--- config.mk ---
export PLATFORM = sky130hd
export DESIGN_NAME = play_ctrl_flat
export DESIGN_NICKNAME = d
export VERILOG_FILES = /design/src/rtl/play_ctrl_pkg.sv /design/src/rtl/play_ctrl_if.sv /design/src/rtl/play_ctrl_rate_tick.sv /design/src/rtl/play_ctrl.sv /design/src/flat_wrapper.sv
export SDC_FILE = /design/constraint.sdc
export NUM_CORES = 1
export LEC_CHECK = 0
export CORE_MARGIN = 3
export CORE_UTILIZATION = 35
export DETAILED_ROUTE_END_ITERATION = 8
export GPL_TIMING_DRIVEN = 0
export PLACE_DENSITY_LB_ADDON = 0.25
export SETUP_SLACK_MARGIN = 0.3
export SYNTH_ARGS = -nofsm -noshare
export SYNTH_HDL_FRONTEND = slang
export SYNTH_SLANG_ARGS = --single-unit
--- constraint.sdc ---
create_clock -name clk -period 2.8 [get_ports clk]
set_clock_uncertainty 0.15 [all_clocks]
set_input_delay 0.56 -clock clk [delete_from_list [all_inputs] [get_ports clk]]
set_output_delay 0.56 -clock clk [all_outputs]
set_load 0.005 [all_outputs]
--- src/rtl/play_ctrl_pkg.sv ---
`default_nettype none
// +----------------------------------------------------------------------------+
// | play_pkg : shared widths, state encoding and staged-frame descriptor for  |
// |            the double-buffered playback sequencer.                        |
// | Revision : 1.0  initial release                                            |
// +----------------------------------------------------------------------------+
package play_pkg;

    localparam int ADDR_W = 13;
    localparam int DIV_W  = 8;
    localparam int DROP_W = 16;

    typedef enum logic [0:0] {
        IDLE = 1'b0,
        PLAY = 1'b1
    } state_t;

    typedef struct packed {
        logic [ADDR_W-1:0] len;
        logic [DIV_W-1:0]  div;
    } frame_desc_t;

endpackage

`default_nettype wire

--- src/rtl/play_ctrl_if.sv ---
`default_nettype none
// +----------------------------------------------------------------------------+
// | play_ctrl_if : receiver-side frame handshake plus playback read port.      |
// | Revision     : 1.0  initial release                                        |
// +----------------------------------------------------------------------------+
interface play_ctrl_if;
    import play_pkg::*;

    logic              rx_busy;
    logic              frame_end;
    logic [ADDR_W-1:0] frame_len;
    logic [DIV_W-1:0]  frame_div;
    logic              wr_bank;
    logic              rd_bank;
    logic [ADDR_W-1:0] rd_addr;
    logic              rd_en;
    logic              playing;
    logic [DROP_W-1:0] drop_cnt;

    modport master (
        output rx_busy, frame_end, frame_len, frame_div,
        input  wr_bank, rd_bank, rd_addr, rd_en, playing, drop_cnt
    );

    modport slave (
        input  rx_busy, frame_end, frame_len, frame_div,
        output wr_bank, rd_bank, rd_addr, rd_en, playing, drop_cnt
    );

endinterface

`default_nettype wire

--- src/rtl/play_ctrl_rate_tick.sv ---
`default_nettype none
// +----------------------------------------------------------------------------+
// | rate_tick : loadable down-counter; registered tick the cycle after a       |
// |             restart, then one tick every div+1 clocks.                     |
// | Revision  : 1.0  initial release                                           |
// +----------------------------------------------------------------------------+
module rate_tick
    import play_pkg::*;
(
    input  wire logic             clk,
    input  wire logic             rst_n,
    input  wire logic             restart,
    input  wire logic [DIV_W-1:0] div,
    output logic                  tick
);

    logic [DIV_W-1:0] r_cnt;
    logic             r_tick;

    // Reload happens on the edge that closes a tick cycle, so a div sampled
    // there (possibly a freshly swapped one) sets the spacing to the next tick.
    always_ff @(posedge clk or negedge rst_n) begin
        if (!rst_n) begin
            r_cnt  <= '0;
            r_tick <= 1'b0;
        end else if (restart) begin
            r_cnt  <= '0;
            r_tick <= 1'b1;
        end else if (r_tick) begin
            r_cnt  <= div;
            r_tick <= (div == '0);
        end else begin
            r_tick <= (r_cnt == DIV_W'(1));
            if (r_cnt != '0) begin
                r_cnt <= r_cnt - DIV_W'(1);
            end
        end
    end

    assign tick = r_tick;

endmodule

`default_nettype wire

--- src/rtl/play_ctrl.sv ---
`default_nettype none
// +----------------------------------------------------------------------------+
// | play_ctrl : double-buffered playback sequencer; swaps in a new frame only  |
// |             at a loop boundary. Option macro: PLAY_CTRL_DROP_CNT_EN.       |
// | Revision  : 1.0  initial release                                           |
// +----------------------------------------------------------------------------+
module play_ctrl
    import play_pkg::*;
(
    input  wire logic   clk,
    input  wire logic   rst_n,
    play_ctrl_if.slave  bus
);

    state_t            r_state;
    logic              r_pend;
    frame_desc_t       r_stage;
    frame_desc_t       r_cur;
    logic              r_wr_bank;
    logic              r_rd_bank;
    logic [ADDR_W-1:0] r_rd_addr;

    logic              w_tick;
    logic              w_swap_ok;
    logic              w_period_end;
    logic              w_swap;
    logic              w_restart;
    logic [DIV_W-1:0]  w_div;

    assign w_swap_ok    = r_pend && !bus.rx_busy && !bus.frame_end;
    assign w_period_end = (r_state == PLAY) && w_tick && (r_rd_addr == r_cur.len);
    assign w_restart    = (r_state == IDLE) && w_swap_ok;
    assign w_swap       = w_restart || (w_period_end && w_swap_ok);
    assign w_div        = w_swap ? r_stage.div : r_cur.div;

    rate_tick u_rate_tick (
        .clk     (clk),
        .rst_n   (rst_n),
        .restart (w_restart),
        .div     (w_div),
        .tick    (w_tick)
    );

    always_ff @(posedge clk or negedge rst_n) begin
        if (!rst_n) begin
            r_state   <= IDLE;
            r_pend    <= 1'b0;
            r_stage   <= '0;
            r_cur     <= '0;
            r_wr_bank <= 1'b0;
            r_rd_bank <= 1'b1;
            r_rd_addr <= '0;
        end else begin
            // A swap is never taken alongside frame_end, so these cannot collide.
            if (bus.frame_end) begin
                r_stage <= {bus.frame_len, bus.frame_div};
                r_pend  <= 1'b1;
            end else if (w_swap) begin
                r_pend  <= 1'b0;
            end

            if (w_swap) begin
                r_rd_bank <= r_wr_bank;
                r_wr_bank <= ~r_wr_bank;
                r_cur     <= r_stage;
            end

            case (r_state)
                IDLE: begin
                    r_rd_addr <= '0;
                    if (w_swap) begin
                        r_state <= PLAY;
                    end
                end
                PLAY: begin
                    if (w_tick) begin
                        r_rd_addr <= (r_rd_addr == r_cur.len) ? '0 : r_rd_addr + ADDR_W'(1);
                    end
                end
                default: r_state <= IDLE;
            endcase
        end
    end

`ifdef PLAY_CTRL_DROP_CNT_EN
    logic [DROP_W-1:0] r_drop_cnt;

    always_ff @(posedge clk or negedge rst_n) begin
        if (!rst_n) begin
            r_drop_cnt <= '0;
        end else if (bus.frame_end && r_pend && (r_drop_cnt != '1)) begin
            r_drop_cnt <= r_drop_cnt + DROP_W'(1);
        end
    end

    assign bus.drop_cnt = r_drop_cnt;
`else
    assign bus.drop_cnt = '0;
`endif

    assign bus.wr_bank = r_wr_bank;
    assign bus.rd_bank = r_rd_bank;
    assign bus.rd_addr = r_rd_addr;
    assign bus.rd_en   = w_tick;
    assign bus.playing = (r_state == PLAY);

endmodule

`default_nettype wire

--- src/flat_wrapper.sv ---
// flat-port wrapper written by rule: the top's interface ports become plain ports
module play_ctrl_flat import play_pkg::*;
  (clk, rst_n, bus_rx_busy, bus_frame_end, bus_frame_len, bus_frame_div, bus_wr_bank, bus_rd_bank, bus_rd_addr, bus_rd_en, bus_playing, bus_drop_cnt);
  play_ctrl_if bus_i ();
  input  wire logic clk;
  input  wire logic rst_n;
  input wire logic [$bits(bus_i.rx_busy)-1:0] bus_rx_busy;
  input wire logic [$bits(bus_i.frame_end)-1:0] bus_frame_end;
  input wire logic [$bits(bus_i.frame_len)-1:0] bus_frame_len;
  input wire logic [$bits(bus_i.frame_div)-1:0] bus_frame_div;
  output wire logic [$bits(bus_i.wr_bank)-1:0] bus_wr_bank;
  output wire logic [$bits(bus_i.rd_bank)-1:0] bus_rd_bank;
  output wire logic [$bits(bus_i.rd_addr)-1:0] bus_rd_addr;
  output wire logic [$bits(bus_i.rd_en)-1:0] bus_rd_en;
  output wire logic [$bits(bus_i.playing)-1:0] bus_playing;
  output wire logic [$bits(bus_i.drop_cnt)-1:0] bus_drop_cnt;
  assign bus_i.rx_busy = bus_rx_busy;
  assign bus_i.frame_end = bus_frame_end;
  assign bus_i.frame_len = bus_frame_len;
  assign bus_i.frame_div = bus_frame_div;
  assign bus_wr_bank = bus_i.wr_bank;
  assign bus_rd_bank = bus_i.rd_bank;
  assign bus_rd_addr = bus_i.rd_addr;
  assign bus_rd_en = bus_i.rd_en;
  assign bus_playing = bus_i.playing;
  assign bus_drop_cnt = bus_i.drop_cnt;
  play_ctrl u_core (.clk(clk), .rst_n(rst_n), .bus(bus_i));
endmodule
=== Word level (Yosys, flattened, before mapping) ===
Index checks and enable logic that the tools add are counted.
Widths: inputs -> output; s select.

* Flip-flop bits (word level): 68
* Input port bits: 25
* Output and inout bits: 33

* Add/sub/neg operators: 2
* Equal/unequal tests: 3
* Mux-type cells: 13
* Bitwise logic cells: 2
* Reductions and logical operators: 13

{| class="wikitable"
|+ Operator list
! cell !! count
|-
| $mux 8 || 4
|-
| $mux 13 || 2
|-
| $pmux 13 s2 || 1
|-
| $add 13x1->13 const B || 1
|-
| $eq 13x13->1 || 1
|-
| $eq 8x1->1 const B || 1
|-
| $logic_not 8->1 || 1
|-
| $reduce_bool 8->1 || 1
|-
| $sub 8x1->8 const B || 1
|-
| $logic_and 1x1->1 || 6
|-
| $mux 1 || 6
|-
| $reduce_bool 3->1 || 1
|-
| $logic_not 1->1 || 2
|-
| $ne 2x2->1 const B || 1
|-
| $not 1->1 || 2
|-
| $reduce_bool 2->1 || 1
|-
| $logic_or 1x1->1 || 1
|}

=== Longest topological paths before layout ===
* Depth in word-level cells: 9
* Gate-level depth with buffers: 7
* Gate-level depth less buffers: 7

=== Cells and area by module ===
A second synthesis with hierarchy kept.

* Cells, all modules: 293
* Area, all modules: 3569.7 µm²

{| class="wikitable"
|+ Modules (own cells, without submodules)
! module !! times used !! cells an instance !! area each (µm²)
|-
| play_ctrl || 1 || 235 || 3015.4
|-
| rate_tick || 1 || 58 || 554.3
|}

=== Worst setup path before layout ===
OpenSTA, ideal clock, no wires.

* Path type: input port to flip-flop
* From: input bus_frame_end
* To: register u_core.r_rd_bank (netlist: u_core.bus.rd_bank)
* Arrival time: 2062 ps
* Required time: 2565 ps
* Path slack: 503 ps
* Cell stages on the path: 6
* Path buffers: 2
* Path through: or3b_2 > clkbuf_1 > nor2_1 > a31oi_4 > buf_6 > mux2_1

* Cells in the longest elaborated chain, start to end: 4
* Elaborated cells on any way between the ends: 5
* Classes of those cells: reduce/logical (5)

{| class="wikitable"
|+ Ends and longest elaborated chain
! item !! line !! source
|-
| start: declaration || flat_wrapper.sv:8 || <nowiki>input wire logic [$bits(bus_i.frame_end)-1:0] bus_frame_end;</nowiki>
|-
| $logic_not 1->1 (*) || play_ctrl.sv:30 || <nowiki>assign w_swap_ok = r_pend && !bus.rx_busy && !bus.frame_end;</nowiki>
|-
| $logic_and 1x1->1 (*) || play_ctrl.sv:30 ||
|-
| $logic_and 1x1->1, on equally long branches || play_ctrl.sv:32, play_ctrl.sv:33 ||
|-
| $logic_or 1x1->1 (*) || play_ctrl.sv:33 || <nowiki>assign w_swap = w_restart || (w_period_end && w_swap_ok);</nowiki>
|-
| end signal: assignment || play_ctrl.sv:63 || <nowiki>r_rd_bank <= r_wr_bank;</nowiki>
|-
| end: declaration || play_ctrl.sv:20 || <nowiki>logic r_rd_bank;</nowiki>
|}

Mark *: on every way between the ends. The rest lies on a longest branch, timed or not.
A chain may end at the register's enable or synchronous reset.

=== Final worst setup path ===
* From: input bus_rx_busy
* To: register u_core.r_rd_bank (netlist: u_core.bus.rd_bank)

* Cells in the longest elaborated chain, start to end: 5
* Elaborated cells on any way between the ends: 6
* Classes of those cells: reduce/logical (6)

{| class="wikitable"
|+ Ends and longest elaborated chain
! item !! line !! source
|-
| start: declaration || flat_wrapper.sv:7 || <nowiki>input wire logic [$bits(bus_i.rx_busy)-1:0] bus_rx_busy;</nowiki>
|-
| $logic_not 1->1 (*) || play_ctrl.sv:30 ||
|-
| $logic_and 1x1->1 (*) (2 in series) || play_ctrl.sv:30 ||
|-
| $logic_and 1x1->1, on equally long branches || play_ctrl.sv:32, play_ctrl.sv:33 ||
|-
| $logic_or 1x1->1 (*) || play_ctrl.sv:33 ||
|}

Marks and branches as above.

==> impl_results.md <==
* Initial Utilization at 0.364
* Number of max-cap violations at 0
* Clock slew at reported path FFs at roughly 0.07 ns
* Count of different cell masters after synthesis at 47
* Reg2Reg Setup Slack at roughly 0.4 ns
* Family of cells with the greatest summed delay on the critical path: buffers and inverters
* Total Negative Setup Slacks at 0 ns
* Worst path depth at 7
* Area overhead of the layout relative to synthesis at 24.8%
* Number of placement rows at 35
* Most instantiated cells after synthesis: sky130_fd_sc_hd__dfrtp_1, sky130_fd_sc_hd__mux2_2, sky130_fd_sc_hd__xnor2_1, sky130_fd_sc_hd__nor2_1, sky130_fd_sc_hd__buf_4
* Area of the core at 9330 um2
* Worst-case headroom to the max-slew limit at 0.433
* Destination of the worst register-to-register timing path: u_core.u_rate_tick.r_cnt[1]
* Most used DFF post-synth: sky130_fd_sc_hd__dfrtp_1
* Number of buffer and inverter instances along the worst setup path at 3
* Post-synth EDFFs at 0
* Capture point of the worst path: u_core.bus.rd_bank
* Synthesized instance count at 301
* Gr ovfl total at 0
* Cells taking the most area after synthesis: sky130_fd_sc_hd__dfrtp_1, sky130_fd_sc_hd__mux2_2, sky130_fd_sc_hd__xnor2_1, sky130_fd_sc_hd__buf_4, sky130_fd_sc_hd__o21ai_0
* Post-route non-filler standard cell count at about 500
* Number of placed cells counting well taps at roughly 500
* Top-count cell post-synth: sky130_fd_sc_hd__dfrtp_1
* Count of unresolved DRC violations after routing at 0
* Worst skew pair latency at 0.34 ns
* X dimension of the die at 105 um
* IO Pins at 58
* Cell area after technology mapping at around 3400 um2
* Delay of the slowest critical-path stage at roughly 0.47 ns
* Static power due to leakage at 0.00176 uW
* F_max at between 400 and 500 MHz
* ANT nets after route at 0
* Cts bufs inserted at 9
* Die Y at 105 um
* Average detailed-routed wire length per instance at 13.8 um
* Transition time at the pin with the least slew margin at approximately 0.85 ns
* Sequential cell area fraction in the yosys report at 0.501
* Maximum number of pins on one net before global-route repair at just under 70
* DIE AREA at about 11000 um2
* Vias in the first global route at about 2400
* Worst endpoint data arrival time at 2.52 ns
* Power per Cell Area at roughly 660 nW/um2
* Max clock buf depth at 2
* Total wirelength of the detailed-routed design at a little under 7 mm
* Setup crit start: bus_rx_busy
* Minimum clock period at 2.42 ns
* Post-detailed-route via-to-cell ratio at around 4.8
* Highest ir drop seen on vdd at approximately 0.23 mV
* Series of cell instances along the critical path: clkdlybuf4s50_1 -> or3b_2 -> clkbuf_2 -> nor2_4 -> a31oi_4 -> buf_6 -> mux2_1
* Avg Inst Size Synth at roughly 11 um2
* Ant. Diodes at 0
* Worst Setup Path Type: input pin to register
* Kind of start point of the critical path: input pin
* Largest fanout on the critical path at 10
* Library cell contributing the largest single delay on the critical path: sky130_fd_sc_hd__clkdlybuf4s50_1
* Number of iterations in the first detailed-routing pass at 4
* Antenna violations before repair at 0
* Clock Sinks at 68
* Worst reg2reg path depth at 6
* DRT iter0 DRCs at 119
* Worst hold slack after final layout at between 0.15 and 0.2 ns
* Number of hold violations in the final report at 0
* Tot GR Track Use at 0.132
* Final-report max-slew violation count at 0
* Outcome: finished clean
* Final clock period utilization by the worst path at 0.864
* Detailed placer's ending HPWL at 5.18 mm
* Fillers at slightly below 900
* Origin of the critical flop-to-flop path: u_core.bus.rd_addr[7]
* Number of levels the H-tree was split into at 3
* Synth Warn # at 0
* RSZ-0062 raised after global routing: false
* # port buffers at ~40
* Req. time, crit path at a little under 3 ns
* Share of final-layout standard cells stronger than drive strength 1 at 0.246
* Number of nets in the layout at slightly below 400
* First-pass GRT wire length at between 10 and 15 mm
* Root Driver: sky130_fd_sc_hd__clkbuf_8
* Largest area contributor in the netlist: sky130_fd_sc_hd__dfrtp_1
* GP Congestion at 0.750
* Number of vias in the routed layout at about 2400
* TritonCTS clock tree: built
* Fraction of post-synthesis cell area in the top cell type by area at 0.494
* Path type of the worst min-delay path: input pin to asynchronous set/reset pin
* Element type at the critical path end: register
* Setup Viol. Count Final at 0
* Post-synthesis sequential element count at 68
* FFs w/ async S/R, synth at 1.00
==> state kept, by name, summed over array words and instances, names as in the netlist <==
| name | cells |
|---|---|
| u_core.r_pend | 1 |
| u_core.u_rate_tick.r_cnt | 8 |
| u_core.r_cur | 21 |
| u_core.bus.wr_bank | 1 |
| u_core.bus.playing | 1 |
| u_core.u_rate_tick.tick | 1 |
| u_core.r_stage | 21 |
| u_core.bus.rd_bank | 1 |
| u_core.bus.rd_addr | 13 |
==> repair_timing <==
| action | in CTS | in global routing |
|---|---|---|
| setup endpoints to repair | 23 | 33 |
| setup buffers | 0 | 1 |
| hold buffers | 0 | 0 |
| pin swaps | 0 | 1 |
| resized for setup | 4 | 10 |
==> worst min path at each step <==
stage / startpoint / end
finish: rst_n / u_core.u_rate_tick.tick
detailed placement: u_core.r_pend / u_core.r_pend
global placement: u_core.r_pend / u_core.r_pend
CTS: rst_n / u_core.bus.rd_addr[0]
global route: rst_n / u_core.u_rate_tick.tick
floorplan: rst_n / u_core.bus.playing
==> placed cells by master (no fill, tap or decap), drive strengths merged, types with 2 or more instances in the layout <==
master	instances
dfrtp	67
clkdlybuf4s50	40
mux2	38
clkbuf	22
xnor2	21
buf	20
nor2	17
conb	16
o21ai	15
nand2	14
inv	9
nor3	7
a211oi	7
nor4	7
nand3	7
xor2	6
nand4	6
or4	5
a311oi	5
nor2b	5
a21oi	5
nand2b	3
ha	3
clkinv	3
or3b	2
or3	2
o211ai	2
and3	2
o31a	2
o21a	2
clkinvlp	2
a31oi	2
==> per-stage QoR <==
step           total power [uW]  area [um2]   util  setup WS (ns)
2_1_floorplan              1850        3450      -          0.503
3_3_place_gp               2080        4030  0.432          -1.29
3_5_place_dp               2100        4020  0.431         -0.167
4_1_cts                    2810        4210  0.452          0.320
5_1_grt                    2980        4240  0.455          0.292
6_report                   2790        4240  0.455          0.382
==> worst register-to-register path, stage by stage, from the launching register on <==
cell and delay, ns:
sky130_fd_sc_hd__dfrtp_1 0.48, sky130_fd_sc_hd__xnor2_1 0.22, sky130_fd_sc_hd__nand3_2 0.14, sky130_fd_sc_hd__or4_1 0.53, sky130_fd_sc_hd__clkbuf_2 0.19, sky130_fd_sc_hd__or4_1 0.50, sky130_fd_sc_hd__o211ai_1 0.11
==> layer usage <==
| metal | GRT usage | part of all wire | vias up |
|---|---|---|---|
| li1 | - | - | 1181 |
| met1 | 0.184 | 0.49 | 1158 |
| met2 | 0.204 | 0.46 | 48 |
| met3 | 0.0255 | 0.038 | 9 |
| met4 | 0.0503 | 0.016 | 0 |
| met5 | 0 | 0 | - |
==> area by class of cell <==
type | instances | area [um2] | share of cell area
sequential | 68 | 1710 | 0.402
clock buffer | 12 | 145 | 0.0342
inverter | 10 | 37.5 | 0.00885
clock inverter | 4 | 25.0 | 0.00590
timing repair buffer | 42 | 415 | 0.0980
buffer | 28 | 184 | 0.0434
tap | 129 | 161 | 0.0381
multi-input combinational | 210 | 1570 | 0.369
==> cell families (layout without fill, tap and decap cells) <==
logic type | after synthesis | in the layout | share of synthesized area
and+or+nand+nor | 80 | 80 | 0.132
adders and majority gates | 3 | 3 | 0.0111
muxes | 38 | 38 | 0.126
AOI/OAI and AO/OA | 46 | 46 | 0.0947
buffers and inverters | 38 | 96 | 0.0645
DFF | 68 | 68 | 0.501
other | 1 | 16 | 0.00110
xor gates and xnor gates | 27 | 27 | 0.0696
==> power breakdown <==
group	total (uW)	internal [uW]	switching (uW)
clock network	700	343	357
logic	716	394	322
registers	1380	1190	185
(Power assumes the default switching activity.)
